--- src/rtl/icache_pf_pkg.sv ---
// Shared types and address helpers for the icache next-line AXI prefetcher.
package icache_pf_pkg;

  localparam int unsigned AXI_ADDR_W = 64;
  localparam int unsigned AXI_DATA_W = 64;
  localparam int unsigned AXI_ID_W   = 4;

  typedef enum logic [2:0] {IDLE, FWD, PF_AR, PF_R, HIT} pf_state_e;

  typedef struct packed {
    logic [AXI_ID_W-1:0]   id;
    logic [AXI_ADDR_W-1:0] addr;
    logic [7:0]            len;
    logic [2:0]            size;
    logic [1:0]            burst;
    logic [3:0]            cache;
    logic [2:0]            prot;
  } ax_chan_t;

  typedef struct packed {
    logic [AXI_DATA_W-1:0]   data;
    logic [AXI_DATA_W/8-1:0] strb;
    logic                    last;
  } w_chan_t;

  typedef struct packed {
    logic [AXI_ID_W-1:0] id;
    logic [1:0]          resp;
  } b_chan_t;

  typedef struct packed {
    logic [AXI_ID_W-1:0]   id;
    logic [AXI_DATA_W-1:0] data;
    logic [1:0]            resp;
    logic                  last;
  } r_chan_t;

  typedef struct packed {
    ax_chan_t aw;
    logic     aw_valid;
    w_chan_t  w;
    logic     w_valid;
    logic     b_ready;
    ax_chan_t ar;
    logic     ar_valid;
    logic     r_ready;
  } axi_req_t;

  typedef struct packed {
    logic    aw_ready;
    logic    ar_ready;
    logic    w_ready;
    logic    b_valid;
    b_chan_t b;
    logic    r_valid;
    r_chan_t r;
  } axi_rsp_t;

  function automatic logic [AXI_ADDR_W-1:0] line_addr(input logic [AXI_ADDR_W-1:0] addr,
                                                      input int unsigned line_bytes);
    logic [AXI_ADDR_W-1:0] mask;
    mask = AXI_ADDR_W'(line_bytes - 1);
    return addr & ~mask;
  endfunction

  // True when the line after addr still lies in the same page as addr.
  function automatic logic next_line_in_page(input logic [AXI_ADDR_W-1:0] addr,
                                             input int unsigned line_bytes,
                                             input int unsigned page_bytes);
    logic [AXI_ADDR_W-1:0] pmask;
    logic [AXI_ADDR_W-1:0] nxt;
    pmask = AXI_ADDR_W'(page_bytes - 1);
    nxt   = line_addr(addr, line_bytes) + AXI_ADDR_W'(line_bytes);
    return (nxt & ~pmask) == (addr & ~pmask);
  endfunction

endpackage

--- src/rtl/icache_pf_linebuf.sv ---
// One-line prefetch buffer: beat storage, tag/valid, and independent write/replay beat counters.
module icache_pf_linebuf #(
  parameter int unsigned DataW = 64,
  parameter int unsigned Beats = 2,
  parameter int unsigned TagW  = 60
) (
  input  logic             clk_i,
  input  logic             rst_ni,
  input  logic             wr_en,
  input  logic             wr_last,
  input  logic [DataW-1:0] wr_dat,
  input  logic             rd_en,
  output logic [DataW-1:0] rd_dat,
  output logic             rd_last,
  input  logic             set_vld,
  input  logic [TagW-1:0]  set_tag,
  input  logic             clr_vld,
  output logic             vld,
  output logic [TagW-1:0]  tag
);

  localparam int unsigned CntW = (Beats > 1) ? $clog2(Beats) : 1;

  logic [DataW-1:0] mem_q [Beats];
  logic [CntW-1:0]  wr_cnt;
  logic [CntW-1:0]  rd_cnt;

  assign rd_dat  = mem_q[rd_cnt];
  assign rd_last = (rd_cnt == CntW'(Beats - 1));

  always_ff @(posedge clk_i) begin
    if (wr_en) mem_q[wr_cnt] <= wr_dat;
  end

  always_ff @(posedge clk_i or negedge rst_ni) begin
    if (!rst_ni) begin
      wr_cnt <= '0;
      rd_cnt <= '0;
      vld    <= 1'b0;
      tag    <= '0;
    end else begin
      if (wr_en) wr_cnt <= wr_last ? '0 : wr_cnt + 1'b1;
      if (rd_en) rd_cnt <= rd_last ? '0 : rd_cnt + 1'b1;
      if (clr_vld) begin
        vld <= 1'b0;
      end else if (set_vld) begin
        vld <= 1'b1;
        tag <= set_tag;
      end
    end
  end

endmodule

--- src/rtl/cva6_icache_axi_prefetcher.sv ---
// Next-line prefetcher on the icache AXI refill port; AW/W/B pass straight through.
// Optional ICACHE_PF_STATS_EN drives the pf_hit_o / pf_issue_o event pulses.
module cva6_icache_axi_prefetcher import icache_pf_pkg::*; #(
  parameter int unsigned AxiAddrWidth = 64,
  parameter int unsigned AxiDataWidth = 64,
  parameter int unsigned AxiIdWidth   = 4,
  parameter int unsigned LineWidth    = 128,
  parameter int unsigned PfId         = 1,
  parameter int unsigned PageBytes    = 4096,
  parameter type axi_req_t = icache_pf_pkg::axi_req_t,
  parameter type axi_rsp_t = icache_pf_pkg::axi_rsp_t
) (
  input  logic     clk_i,
  input  logic     rst_ni,
  input  logic     flush_i,
  input  logic     en_i,
  input  axi_req_t slv_req_i,
  output axi_rsp_t slv_rsp_o,
  output axi_req_t mst_req_o,
  input  axi_rsp_t mst_rsp_i,
  output logic     pf_hit_o,
  output logic     pf_issue_o
);

  localparam int unsigned LineBeats = LineWidth / AxiDataWidth;
  localparam int unsigned LineBytes = LineWidth / 8;
  localparam int unsigned OffW      = $clog2(LineBytes);
  localparam int unsigned TagW      = AxiAddrWidth - OffW;
  localparam logic [7:0]  LineLen   = 8'(LineBeats - 1);
  localparam logic [2:0]  BeatSize  = 3'($clog2(AxiDataWidth / 8));

  pf_state_e state_q, state_d;
  logic [AxiAddrWidth-1:0] dem_line_q;
  logic                    dem_fill_q;
  logic [AxiIdWidth-1:0]   id_q;
  logic                    pf_bad_q;

  logic                    line_fill, buf_hit, ar_hs, launch_pf;
  logic                    buf_vld, buf_rd_last, buf_wr, buf_rd, buf_set, buf_clr;
  logic [TagW-1:0]         buf_tag;
  logic [AxiDataWidth-1:0] buf_dat;

  assign line_fill = (slv_req_i.ar.len == LineLen) && (slv_req_i.ar.addr[OffW-1:0] == '0);
  // A flush in the lookup cycle forces a miss.
  assign buf_hit   = line_fill && buf_vld && en_i && !flush_i &&
                     (buf_tag == slv_req_i.ar.addr[AxiAddrWidth-1:OffW]);
  assign ar_hs     = (state_q == IDLE) && slv_req_i.ar_valid && slv_rsp_o.ar_ready;
  assign launch_pf = dem_fill_q && en_i && !flush_i &&
                     next_line_in_page(dem_line_q, LineBytes, PageBytes);

  always_comb begin
    state_d            = state_q;
    mst_req_o          = slv_req_i;
    mst_req_o.ar_valid = 1'b0;
    mst_req_o.r_ready  = 1'b0;
    slv_rsp_o          = mst_rsp_i;
    slv_rsp_o.ar_ready = 1'b0;
    slv_rsp_o.r_valid  = 1'b0;
    slv_rsp_o.r        = '0;
    buf_wr             = 1'b0;
    buf_rd             = 1'b0;
    buf_set            = 1'b0;
    buf_clr            = flush_i;
    case (state_q)
      IDLE: begin
        if (buf_hit) begin
          slv_rsp_o.ar_ready = 1'b1;
          if (slv_req_i.ar_valid) state_d = HIT;
        end else begin
          mst_req_o.ar_valid = slv_req_i.ar_valid;
          slv_rsp_o.ar_ready = mst_rsp_i.ar_ready;
          if (slv_req_i.ar_valid && mst_rsp_i.ar_ready) state_d = FWD;
        end
      end
      FWD: begin
        mst_req_o.r_ready = slv_req_i.r_ready;
        slv_rsp_o.r_valid = mst_rsp_i.r_valid;
        slv_rsp_o.r       = mst_rsp_i.r;
        if (mst_rsp_i.r_valid && slv_req_i.r_ready && mst_rsp_i.r.last)
          state_d = launch_pf ? PF_AR : IDLE;
      end
      PF_AR: begin
        mst_req_o.ar_valid = 1'b1;
        mst_req_o.ar       = '0;
        mst_req_o.ar.id    = AxiIdWidth'(PfId);
        mst_req_o.ar.addr  = dem_line_q + AxiAddrWidth'(LineBytes);
        mst_req_o.ar.len   = LineLen;
        mst_req_o.ar.size  = BeatSize;
        mst_req_o.ar.burst = 2'b01;
        if (mst_rsp_i.ar_ready) state_d = PF_R;
      end
      PF_R: begin
        mst_req_o.r_ready = 1'b1;
        if (mst_rsp_i.r_valid) begin
          buf_wr = 1'b1;
          if (mst_rsp_i.r.last) begin
            buf_set = !(pf_bad_q || (mst_rsp_i.r.resp != 2'b00) || flush_i);
            state_d = IDLE;
          end
        end
      end
      HIT: begin
        slv_rsp_o.r_valid = 1'b1;
        slv_rsp_o.r.id    = id_q;
        slv_rsp_o.r.data  = buf_dat;
        slv_rsp_o.r.resp  = 2'b00;
        slv_rsp_o.r.last  = buf_rd_last;
        if (slv_req_i.r_ready) begin
          buf_rd = 1'b1;
          if (buf_rd_last) begin
            buf_clr = 1'b1;
            state_d = launch_pf ? PF_AR : IDLE;
          end
        end
      end
      default: state_d = IDLE;
    endcase
  end

  always_ff @(posedge clk_i or negedge rst_ni) begin
    if (!rst_ni) begin
      state_q    <= IDLE;
      dem_line_q <= '0;
      dem_fill_q <= 1'b0;
      id_q       <= '0;
      pf_bad_q   <= 1'b0;
    end else begin
      state_q <= state_d;
      if (ar_hs) begin
        dem_line_q <= line_addr(slv_req_i.ar.addr, LineBytes);
        dem_fill_q <= line_fill;
        id_q       <= slv_req_i.ar.id;
      end
      if (state_q != PF_AR && state_d == PF_AR)
        pf_bad_q <= 1'b0;
      else if ((flush_i && (state_q == PF_AR || state_q == PF_R)) ||
               (buf_wr && mst_rsp_i.r.resp != 2'b00))
        pf_bad_q <= 1'b1;
    end
  end

  icache_pf_linebuf #(
    .DataW (AxiDataWidth),
    .Beats (LineBeats),
    .TagW  (TagW)
  ) i_linebuf (
    .clk_i   (clk_i),
    .rst_ni  (rst_ni),
    .wr_en   (buf_wr),
    .wr_last (mst_rsp_i.r.last),
    .wr_dat  (mst_rsp_i.r.data),
    .rd_en   (buf_rd),
    .rd_dat  (buf_dat),
    .rd_last (buf_rd_last),
    .set_vld (buf_set),
    .set_tag (TagW'(((dem_line_q + AxiAddrWidth'(LineBytes)) >> OffW))),
    .clr_vld (buf_clr),
    .vld     (buf_vld),
    .tag     (buf_tag)
  );

`ifdef ICACHE_PF_STATS_EN
  assign pf_hit_o   = (state_q == IDLE) && buf_hit && slv_req_i.ar_valid;
  assign pf_issue_o = (state_q == PF_AR) && mst_rsp_i.ar_ready;
`else
  assign pf_hit_o   = 1'b0;
  assign pf_issue_o = 1'b0;
`endif

endmodule

--- config.mk ---
export PLATFORM = sky130hd
export DESIGN_NAME = cva6_icache_axi_prefetcher
export DESIGN_NICKNAME = d
export VERILOG_FILES = /design/src/rtl/icache_pf_pkg.sv /design/src/rtl/icache_pf_linebuf.sv /design/src/rtl/cva6_icache_axi_prefetcher.sv
export SDC_FILE = /design/constraint.sdc
export NUM_CORES = 1
export LEC_CHECK = 0
export CAP_MARGIN = 20
export CORE_AREA = 3 3 264 266
export DETAILED_ROUTE_END_ITERATION = 12
export DIE_AREA = 0 0 267 269
export PLACE_DENSITY = 0.53
export SLEW_MARGIN = 20
export SYNTH_ARGS = -nofsm -noshare
export SYNTH_HDL_FRONTEND = slang
export SYNTH_HIERARCHICAL = 1
export SYNTH_SLANG_ARGS = --single-unit
--- constraint.sdc ---
create_clock -name clk_i -period 4 [get_ports clk_i]
set_clock_uncertainty 0.2 [all_clocks]
set_input_delay 0.8 -clock clk_i [delete_from_list [all_inputs] [get_ports clk_i]]
set_output_delay 0.8 -clock clk_i [all_outputs]
set_load 0.02 [all_outputs]
==> run_results.csv, run 1 <==
group,metric,value,unit
run_status,status,"finished, violations left",
run_status,violations,"negative setup slack",
synthesis,ys_seq_area_share,42.4,%
global_route,track_usage,16.3,%
place,hpwl,43400,microns
synthesis,syn_area,16900,sq um
die,start_util,25.1,%
timing,period_minus_slack,4.00,ns
global_route,grt_use_met1,21.2,%
synthesis,synth_top_area_cell,"edfxtp_1",
final_layout,instances_no_fill,2747,
pwr,p_sw_share,36.9,%
detailed_routing,vias,13800,
detailed_routing,routed_wl,61600,microns
detailed_routing,wl_per_cell,22.4,microns
global_route,grt_max_degree,86,
worst_setup_path,r2r_slack,0.41,ns
timing,hold_viol,0,
place,dpl_worst_slack,-0.751,ns
worst_setup_path,cp_common_cell,"buf_4",
worst_hold_path,hp-class,"primary input to async pin",
clock_network,cts_num_sinks,260,
synthesis,synth_edf_count,128,
global_route,use_met2,26.3,%
worst_setup_path,crit_family,"simple AND/OR/NAND/NOR gates",
synthesis,yosysUniqueCellTypes,53,
timing,rsz0062_at_grt,"true",
clock_network,cts_max_level,2,
pwr,pwr-share-comb,45.9,%
detailed_routing,ant_nets,0,
pwr,p_leak,0.00895,uW
synthesis,synthMostInstantiatedCell,"nand2_1",
worst_setup_path,crit_buf_inv,5,
clock_network,clk_latency,0.54,ns
timing,setup_violations,1,
timing,fmax,250,MHz
die,num_rows,95,
final_layout,layout-drive-gt1-share,28.7,%
final_layout,nets,2194,
clock_network,cts-buffers-inserted,34,
die,core-area,67300,sq um
detailed_routing,drc,0,
pwr,p_int,7100,uW
pwr,p_switching,4160,uW
pwr,powerDensity,502,nW/um^2
pwr,clockPowerShare,26.4,%
worst_setup_path,path_cells,"ha_2 -> inv_2 -> nor4_4 -> buf_4 -> or4b_4 -> buf_4 -> nor4_4 -> buf_4 -> xor2_2 -> mux2_4 -> buf_4",
clock_network,tritoncts,"yes",
synthesis,synthFlopType,"dfrtp_1",
worst_setup_path,crit_required,3.00,ns
global_route,antenna_found_initial,2,
global_route,grt_pass1_wl,89200,microns
global_route,grt_pass1_vias,13700,
final_layout,area_delta_synth_final,33.0,%
detailed_routing,dr.pass1.iters,5,
place,io_buffers,329,
detailed_routing,first_iter_violations,1090,
timing,final.setup.worst_slack,-0.000400,ns
die,io_pins,678,
worst_setup_path,cpMaxStageDelayCell,"or4b_4",
timing,setup_tns,-0.000400,ns
timing,slew_violations,0,
final_layout,post-route-util,33.3,%
die,die_w,267,microns
synthesis,postSynthCellCount,1594,
place,placed_cells_incl_taps,2661,
worst_setup_path,startpoint_type,"flip-flop",
detailed_routing,viasPerCell,5.02,
global_route,gr-usage-met3,4.18,%
place,gp_congestion,0.878,
timing,post-route-period-util,100,%
synthesis,synth_common_cells,"nand2_1, buf_4, dfrtp_1, edfxtp_1, mux2_2",
clock_network,path_clk_slew,0.06,ns
die,die_h,269,microns
worst_setup_path,arrival,3.00,ns
worst_setup_path,worst-path-max-fanout,3,
clock_network,clockBufferDepth,3,
timing,worst_slew_pin_slew,0.971,ns
timing,relSlewSlack,35.3,%
synthesis,yosys_register_bits,260,
clock_network,cts-root-buf,"clkbuf_16",
synthesis,synth_top_cell_area_share,22.8,%
pwr,ir_worst_vdd,0.000272,V
synthesis,synth_area_per_cell,10.6,sq um
die,die-area,71800,sq um
pwr,power_frac_seq,27.6,%
global_route,grt_busiest_layer,"met2",
synthesis,ys_top_cells_by_area,"edfxtp_1, dfrtp_1, buf_4",
synthesis,synthArstFlopShare,50.8,%
worst_setup_path,critical-path-max-stage-delay,0.52,ns
worst_setup_path,end_kind,"primary output",
timing,hold_slack,0.00551,ns
synthesis,yosys_warnings,6,
global_route,grt-ovfl-total,0,
worst_setup_path,path_class,"flip-flop to primary output",
flow_run,maxCapViolCount,0,
-- layer usage --
layer  part of all wire, %  routed length [microns]
met1                    42                    26100
met2                    46                    28300
met3                   8.3                     5110
met4                   3.4                     2100
met5                 0.019                       12
-- power groups by stage --
stage / clock, uW / sequential [uW] / combinational [uW]
CTS: 3070 / 3110 / 4910
finish: 2980 / 3110 / 5170
global placement: 0 / 3140 / 4600
floorplan: 0 / 3120 / 2720
global route: 3170 / 3130 / 5500
detailed placement: 0 / 3150 / 4620
-- registers in the layout, indices dropped and copies added, names as in the netlist --
register and cells:
dem_fill_q 1, i_linebuf/mem_q 128, pf_bad_q 1, dem_line_q 60
i_linebuf/vld 1, i_linebuf/tag 60, state_q 3, id_q 4
i_linebuf/wr_cnt 1, i_linebuf/rd_last 1
-- through the flow --
stage	cell area, sq um	total power [uW]
floorplan	16900	5840
global placement	20600	7750
detailed placement	20600	7770
CTS	22100	11100
global route	22400	11800
finish	22400	11300
-- cell type report --
cell class / instances / area (sq um)
inverter: 16 / 60.1
tap: 873 / 1090
antenna: 1 / 2.50
clock buffer: 45 / 943
multi-input combinational: 1030 / 8340
fill: 6716 / 44900
timing repair buffer: 511 / 4720
clock inverter: 11 / 109
sequential: 260 / 7150
-- kinds of logic after synthesis --
kind of cell	share of synthesized area (%)
adders and majority gates	0.0742
muxes	12.4
AOI/OAI and AO/OA	11.4
buffers and inverters	11.7
DFF	42.4
other	0.0222
and+or+nand+nor	16.0
xor gates and xnor gates	6.02
-- path summary, 6_finish.rpt --
kind / from / to / depth (start not counted)
min in group clk_i: i_linebuf/tag[40] / i_linebuf/tag[40] / 1
worst min register to register: i_linebuf/tag[40] / i_linebuf/tag[40] / 1
max in group asynchronous: rst_ni / i_linebuf/tag[11] / 2
worst min-delay path: rst_ni / i_linebuf/tag[35] / 1
worst max-delay path: dem_line_q[4] / mst_req_o[78] / 11
worst max register to register: i_linebuf/tag[49] / dem_fill_q / 9
-- timing repair --
item | in CTS | in global routing
hold endpoints to repair | 0 | 0
buffers inserted | 14 | 16
setup endpoints to repair | 73 | 42
pin swaps | 29 | 26
hold buffers | 0 | 0
resized for setup | 204 | 97
-- layout by cell type, fill, tap and decap left out, drive strengths merged, types with 18 or more instances in the layout --
cell type      Yosys  final
edfxtp           128    128
nor2              34     34
o311ai            64     64
xor2              67     67
dfrtp            132    132
clkbuf            89     56
buf              200    206
clkdlybuf4s50      0    257
nor2b             60     60
and2              29     29
a221oi            66     66
nor3              18     18
a22o              70     70
xnor2             48     48
nand3             24     24
nor4              20     20
nand4             30     30
nand2            207    207
mux2             165    165
and3              75     75
Note: power is estimated with default switching activity, not from simulation.
==> run 2, diff against run 1 <==
CORE_AREA = 3 3 265 267   (was 3 3 264 266)
DIE_AREA = 0 0 268 270   (was 0 0 267 269)
PLACE_DENSITY = 0.51   (was 0.53)
SYNTH_HIERARCHICAL = default   (was 1)
==> run 2 against run 1 <==
- the run still ends with negative setup slack left
- fmax decreased by 0.16%
- worst setup slack got worse by 0.0063 ns
- flip-flop and latch count unchanged
- combinational power decreased by 18%
- non-clock buffer count decreased by 38
- final cell count increased by 3.6%
- clock power increased by 6%
- total power decreased by 6.2%
- register-to-register slack improved by 0.24 ns
- largest cell class unchanged
==> run_results.csv, run 2 <==
group,metric,value,unit
clock_network,clockBufferDepth,3,
synthesis,postSynthCellCount,1728,
timing,relSlewSlack,37.6,%
clock_network,clk_latency,0.54,ns
worst_setup_path,startpoint_type,"primary input",
place,gp_congestion,0.822,
pwr,p_leak,0.00810,uW
detailed_routing,routed_wl,58300,microns
timing,hold_viol,0,
run_status,status,"finished, violations left",
final_layout,layout_commonest_cell,"nand2_1",
worst_hold_path,hp-class,"primary input to async pin",
timing,rsz0062_at_grt,"true",
global_route,grt-ovfl-total,0,
place,io_buffers,329,
detailed_routing,vias,13800,
timing,setup_violations,1,
place,place_area,19800,sq um
worst_setup_path,worst-path-max-fanout,4,
detailed_routing,ant_nets,0,
final_layout,layout-drive-gt1-share,13.1,%
synthesis,synth_top_family_by_area,"simple AND/OR/NAND/NOR gates",
detailed_routing,first_iter_violations,986,
final_layout,nets,2282,
worst_setup_path,worstRegToRegCells,10,
synthesis,synthAdderAreaFrac,0.0781,%
worst_setup_path,crit_required,3.00,ns
synthesis,yosysUniqueCellTypes,51,
clock_network,path_clk_slew,0.06,ns
die,die_w,268,microns
final_layout,area_delta_synth_final,31.6,%
synthesis,synth_common_cells,"nand2_1, buf_4, o21ai_0, dfrtp_1, edfxtp_1",
synthesis,synthMostInstantiatedCell,"nand2_1",
synthesis,synth_top_cell_area_share,24.0,%
detailed_routing,drc,0,
timing,final.setup.worst_slack,-0.00674,ns
timing,slew_violations,0,
synthesis,ys_top_cells_by_area,"edfxtp_1, dfrtp_1, buf_4",
synthesis,ys_seq_area_share,44.6,%
global_route,grt_max_degree,83,
worst_setup_path,arrival,3.01,ns
place,hpwl,41200,microns
synthesis,synthArstFlopShare,50.8,%
final_layout,top_register,"i_linebuf.mem_q",
timing,setup_tns,-0.00674,ns
die,core-area,68300,sq um
clock_network,cts_max_level,2,
die,start_util,23.4,%
die,io_pins,678,
global_route,grt_pass1_wl,85800,microns
clock_network,tritoncts,"yes",
die,num_rows,96,
pwr,ir_worst_vdd,0.000355,V
synthesis,yosys_warnings,0,
global_route,track_usage,15.5,%
timing,worst_slew_pin_slew,0.936,ns
worst_setup_path,end_kind,"primary output",
die,die_h,270,microns
final_layout,post-route-util,30.9,%
detailed_routing,dr.pass1.iters,6,
synthesis,synth_area_per_cell,9.27,sq um
synthesis,synth-compound-area-share,14.0,%
clock_network,cts_num_sinks,260,
synthesis,synthSimpleGateAreaFrac,19.5,%
final_layout,diodes,0,
final_layout,fin_area,21100,sq um
worst_setup_path,path_class,"primary input to primary output",
detailed_routing,wl_per_cell,20.5,microns
flow_run,maxCapViolCount,0,
final_layout,layout.cells.most_common_list,"nand2_1, clkdlybuf4s50_1, buf_4",
timing,period_minus_slack,4.01,ns
synthesis,synth_mux_area_share,4.14,%
synthesis,syn_area,16000,sq um
synthesis,synth_top_area_cell,"edfxtp_1",
global_route,antenna_found_initial,7,
synthesis,yosys_register_bits,260,
pwr,total_power,10600,uW
die,die-area,72400,sq um
clock_network,cts-buffers-inserted,34,
global_route,grt_pass1_vias,13600,
clock_network,cts-root-buf,"clkbuf_16",
synthesis,synth_edf_count,128,
synthesis,yosys.area_share.xor_xnor,6.12,%
timing,fmax,250,MHz
run_status,violations,"negative setup slack",
detailed_routing,viasPerCell,4.85,
pwr,powerDensity,501,nW/um^2
final_layout,top_regs,"i_linebuf.mem_q (128), dem_line_q (60), i_linebuf.tag (60)",
final_layout,largest_register_ff_count,128,
timing,post-route-period-util,100,%
synthesis,synthFlopType,"dfrtp_1",
run 2: cell count changes after synthesis, sizes merged, moves of 11 or more:
cell,change
mux2,-163
mux2i,+64
a22o,-64
nand2,+136
buf,-16
xor2,-16
xnor2,+13
o21ai,+175
clkbuf,+25
nor2,-11
run 2: critical path: stages:
cell	delay, ns
clkdlybuf4s50_1	0.47
xnor2_1	0.34
nand4_1	0.17
nor4_2	0.31
nand4_1	0.21
nor2_4	0.22
buf_4	0.18
o21a_1	0.16
buf_12	0.13
run 2: what timing repair did:
action,in CTS,in global routing
cloned,0,1
gates resized for setup,86,47
hold endpoints to repair,0,0
buffers inserted,7,6
pin swaps,3,5
endpoints found under the setup margin,98,47
hold buffers,0,0
run 2: metal layers:
layer	up-vias	part of all wire [%]	global-route usage (%)
met1	6668	45	21.0
met4	6	2.6	4.33
met2	624	44	23.8
li1	6420	-	-
met5	-	0.14	0.541
met3	96	8.2	4.46
run 2: logic make-up after synthesis:
family,count (synthesis)
other,1
flip-flops,260
adder cells (fa/ha/maj),1
AND/OR/NAND/NOR,642
AO/OA/AOI/OAI,337
multiplexers,66
XOR/XNOR,112
buffers and inverters,309
run 2: report_power, final:
part	leakage, uW	internal (uW)	switching (uW)
combinational	0.00486	1800	2430
sequential	0.00268	2980	180
clock	0.000556	1930	1240
run 2: final timing paths:
kind / start / end / slack (ns)
min reg2reg: i_linebuf.tag[26] / i_linebuf.tag[26] / 0.30
max reg2reg: i_linebuf.tag[34] / dem_line_q[62] / 0.65
max: slv_req_i[57] / slv_rsp_o[80] / -0.007
min: rst_ni / dem_line_q[20] / 0.1
max in group asynchronous: rst_ni / i_linebuf.tag[56] / 2.63
min in group clk_i: i_linebuf.tag[26] / i_linebuf.tag[26] / 0.30
run 2: final cells by class:
cell class	instances	area [sq um]
Clock buffer	45	986
Tap cell	882	1100
Fill cell	6978	47300
Multi-Input combinational cell	1161	7190
Timing Repair Buffer	473	4460
Sequential cell	260	7150
Inverter	11	41.3
Clock inverter	14	159
run 2: through the flow:
stage,hold WS (ns),setup slack (ns),std cells
after floorplan,0.250,-0.328,1729
after global placement,0.283,-0.356,2773
after detailed placement,0.287,-0.336,2773
after CTS,0.100,-0.00464,2839
after global routing,0.132,-0.128,2846
final,0.0961,-0.00674,2846
==> run 3, diff against run 2 <==
SETUP_SLACK_MARGIN = 0.5   (was default)
==> run 3 against run 2 <==
- the flow now finishes without violations
- wire length grew 6.7%
- flip-flop and latch count unchanged
- final cell count up 2.3%
- sequential share of layout area decreased by 2.3 points
- count of clock-buffer cells in the layout unchanged
- fmax up 4.2%
- die area unchanged
- design area rose by 7.3%
- sequential power about the same
- global-route usage increased by 0.75 points
- highest routed layer unchanged
- hold slack worse by 0.0046 ns
- worst setup slack better by 0.16 ns
==> run_results.csv, run 3 (same netlist as run 2, synthesis figures left out) <==
group,metric,value,unit
run_status,status,"finished, final reports clean",
final_layout,layout_commonest_cell,"nand2_1",
detailed_routing,wl_per_cell,21.4,microns
worst_setup_path,worst-path-max-fanout,7,
flow_run,maxCapViolCount,0,
final_layout,area_delta_synth_final,41.3,%
die,die-area,72400,sq um
final_layout,layout-drive-gt1-share,24.3,%
detailed_routing,vias,14400,
global_route,grt_pass1_wl,89900,microns
worst_setup_path,end_kind,"primary output",
timing,rsz0062_at_grt,"true",
place,dpl_worst_slack,-0.336,ns
clock_network,clk_latency,0.54,ns
place,io_buffers,329,
die,io_pins,678,
detailed_routing,routed_wl,62200,microns
pwr,powerDensity,512,nW/um^2
global_route,track_usage,16.2,%
place,gp_congestion,0.822,
worst_hold_path,hp-class,"primary input to async pin",
timing,period_minus_slack,3.85,ns
die,core-area,68300,sq um
final_layout,layout.cells.most_common_list,"nand2_1, buf_4, edfxtp_1",
final_layout,top_register,"i_linebuf.mem_q",
final_layout,largest_register_ff_count,128,
detailed_routing,first_iter_violations,1043,
timing,setup_tns,0,ns
timing,fmax,260,MHz
clock_network,clockBufferDepth,3,
pwr,ir_worst_vdd,0.000360,V
clock_network,cts-root-buf,"clkbuf_16",
timing,relSlewSlack,37.0,%
detailed_routing,drc,0,
global_route,grt_max_degree,83,
timing,slew_violations,0,
detailed_routing,ant_nets,0,
pwr,total_power,11600,uW
pwr,p_leak,0.00975,uW
timing,final.setup.worst_slack,0.155,ns
worst_setup_path,startpoint_type,"flip-flop",
die,die_w,268,microns
die,start_util,23.4,%
final_layout,nets,2347,
clock_network,cts-buffers-inserted,34,
clock_network,cts_num_sinks,260,
die,num_rows,96,
worst_setup_path,path_class,"flip-flop to primary output",
detailed_routing,dr.pass1.iters,5,
clock_network,tritoncts,"yes",
die,die_h,270,microns
clock_network,path_clk_slew,0.06,ns
timing,post-route-period-util,96.1,%
global_route,grt-ovfl-total,0,
timing,worst_slew_pin_slew,0.944,ns
global_route,antenna_found_initial,9,
worst_setup_path,arrival,2.85,ns
place,hpwl,41200,microns
detailed_routing,viasPerCell,4.94,
timing,setup_violations,0,
clock_network,cts_max_level,2,
global_route,grt_pass1_vias,14000,
worst_setup_path,crit_required,3.00,ns
timing,hold_viol,0,
final_layout,top_regs,"i_linebuf.mem_q (128), dem_line_q (60), i_linebuf.tag (60)",
## run 3: cell types whose count changed in the layout (fill, tap and decap cells not counted), moves of 26 or more
cell,delta
buf_4,+52
buf_6,+33
clkdlybuf4s50_1,-178
dlygate4sd2_1,+51
dlymetal6s2s_1,+57
xnor2_1,-26
## run 3: area by class of cell
type	count	area [sq um]
antenna	1	2.50
clock buffer	45	986
clock inverter	14	159
fill	6883	45700
inverter	11	41.3
multi-input combinational	1164	7940
sequential	260	7160
tap	882	1100
timing repair buffer	535	5250
## run 3: worst paths after layout
kind                                   startpoint           endpoint  slack [ns]  cells past startpoint
min in group clk_i              i_linebuf.tag[26]  i_linebuf.tag[26]        0.30                      2
worst max register to register  i_linebuf.tag[30]     dem_line_q[62]        0.72                     13
max in group asynchronous                  rst_ni            id_q[2]        2.62                      2
worst min register to register  i_linebuf.tag[26]  i_linebuf.tag[26]        0.30                      2
worst max-delay path               dem_line_q[21]      mst_req_o[67]        0.15                     10
worst min-delay path                       rst_ni     dem_line_q[20]        0.09                      1
## run 3: worst max-delay path, cell delays in order (launching register included)
cell and delay, ns:
dfrtp_1 0.41, nand4_4 0.14, or4_4 0.52, nor4_4 0.19, buf_6 0.16, buf_12 0.12
buf_4 0.12, nand2_4 0.05, xor2_2 0.18, o21ai_2 0.26, buf_6 0.16
## run 3: metrics by stage
step,std cells,hold WS [ns],instance area (sq um),util [%]
after global placement,2773,0.283,19800,29.0
final,2912,0.0915,22600,33.1
after detailed placement,2773,0.287,19800,29.0
after floorplan,1729,0.250,16000,-
after CTS,2879,0.100,21800,32.0
after global routing,2911,0.132,22600,33.1
## run 3: where the power goes
group,internal [uW],switching [uW]
Combinational,2350,2870
Clock,1930,1250
Sequential,2990,195
## run 3: repair_timing
item | in CTS | in global routing
setup buffers | 41 | 30
pin swaps | 68 | 45
cloned | 6 | 2
gates resized for setup | 563 | 206
hold buffers | 0 | 0
setup endpoints to repair | 162 | 189
## run 3: layer usage
layer  share of wire [%]  global-route usage [%]  up-vias
met5                0.15                   0.541        -
met4                 2.3                    3.98        8
met3                 8.6                    4.44       96
met2                  46                    25.7      688
met1                  43                    21.8     7051
li1                    -                       -     6535
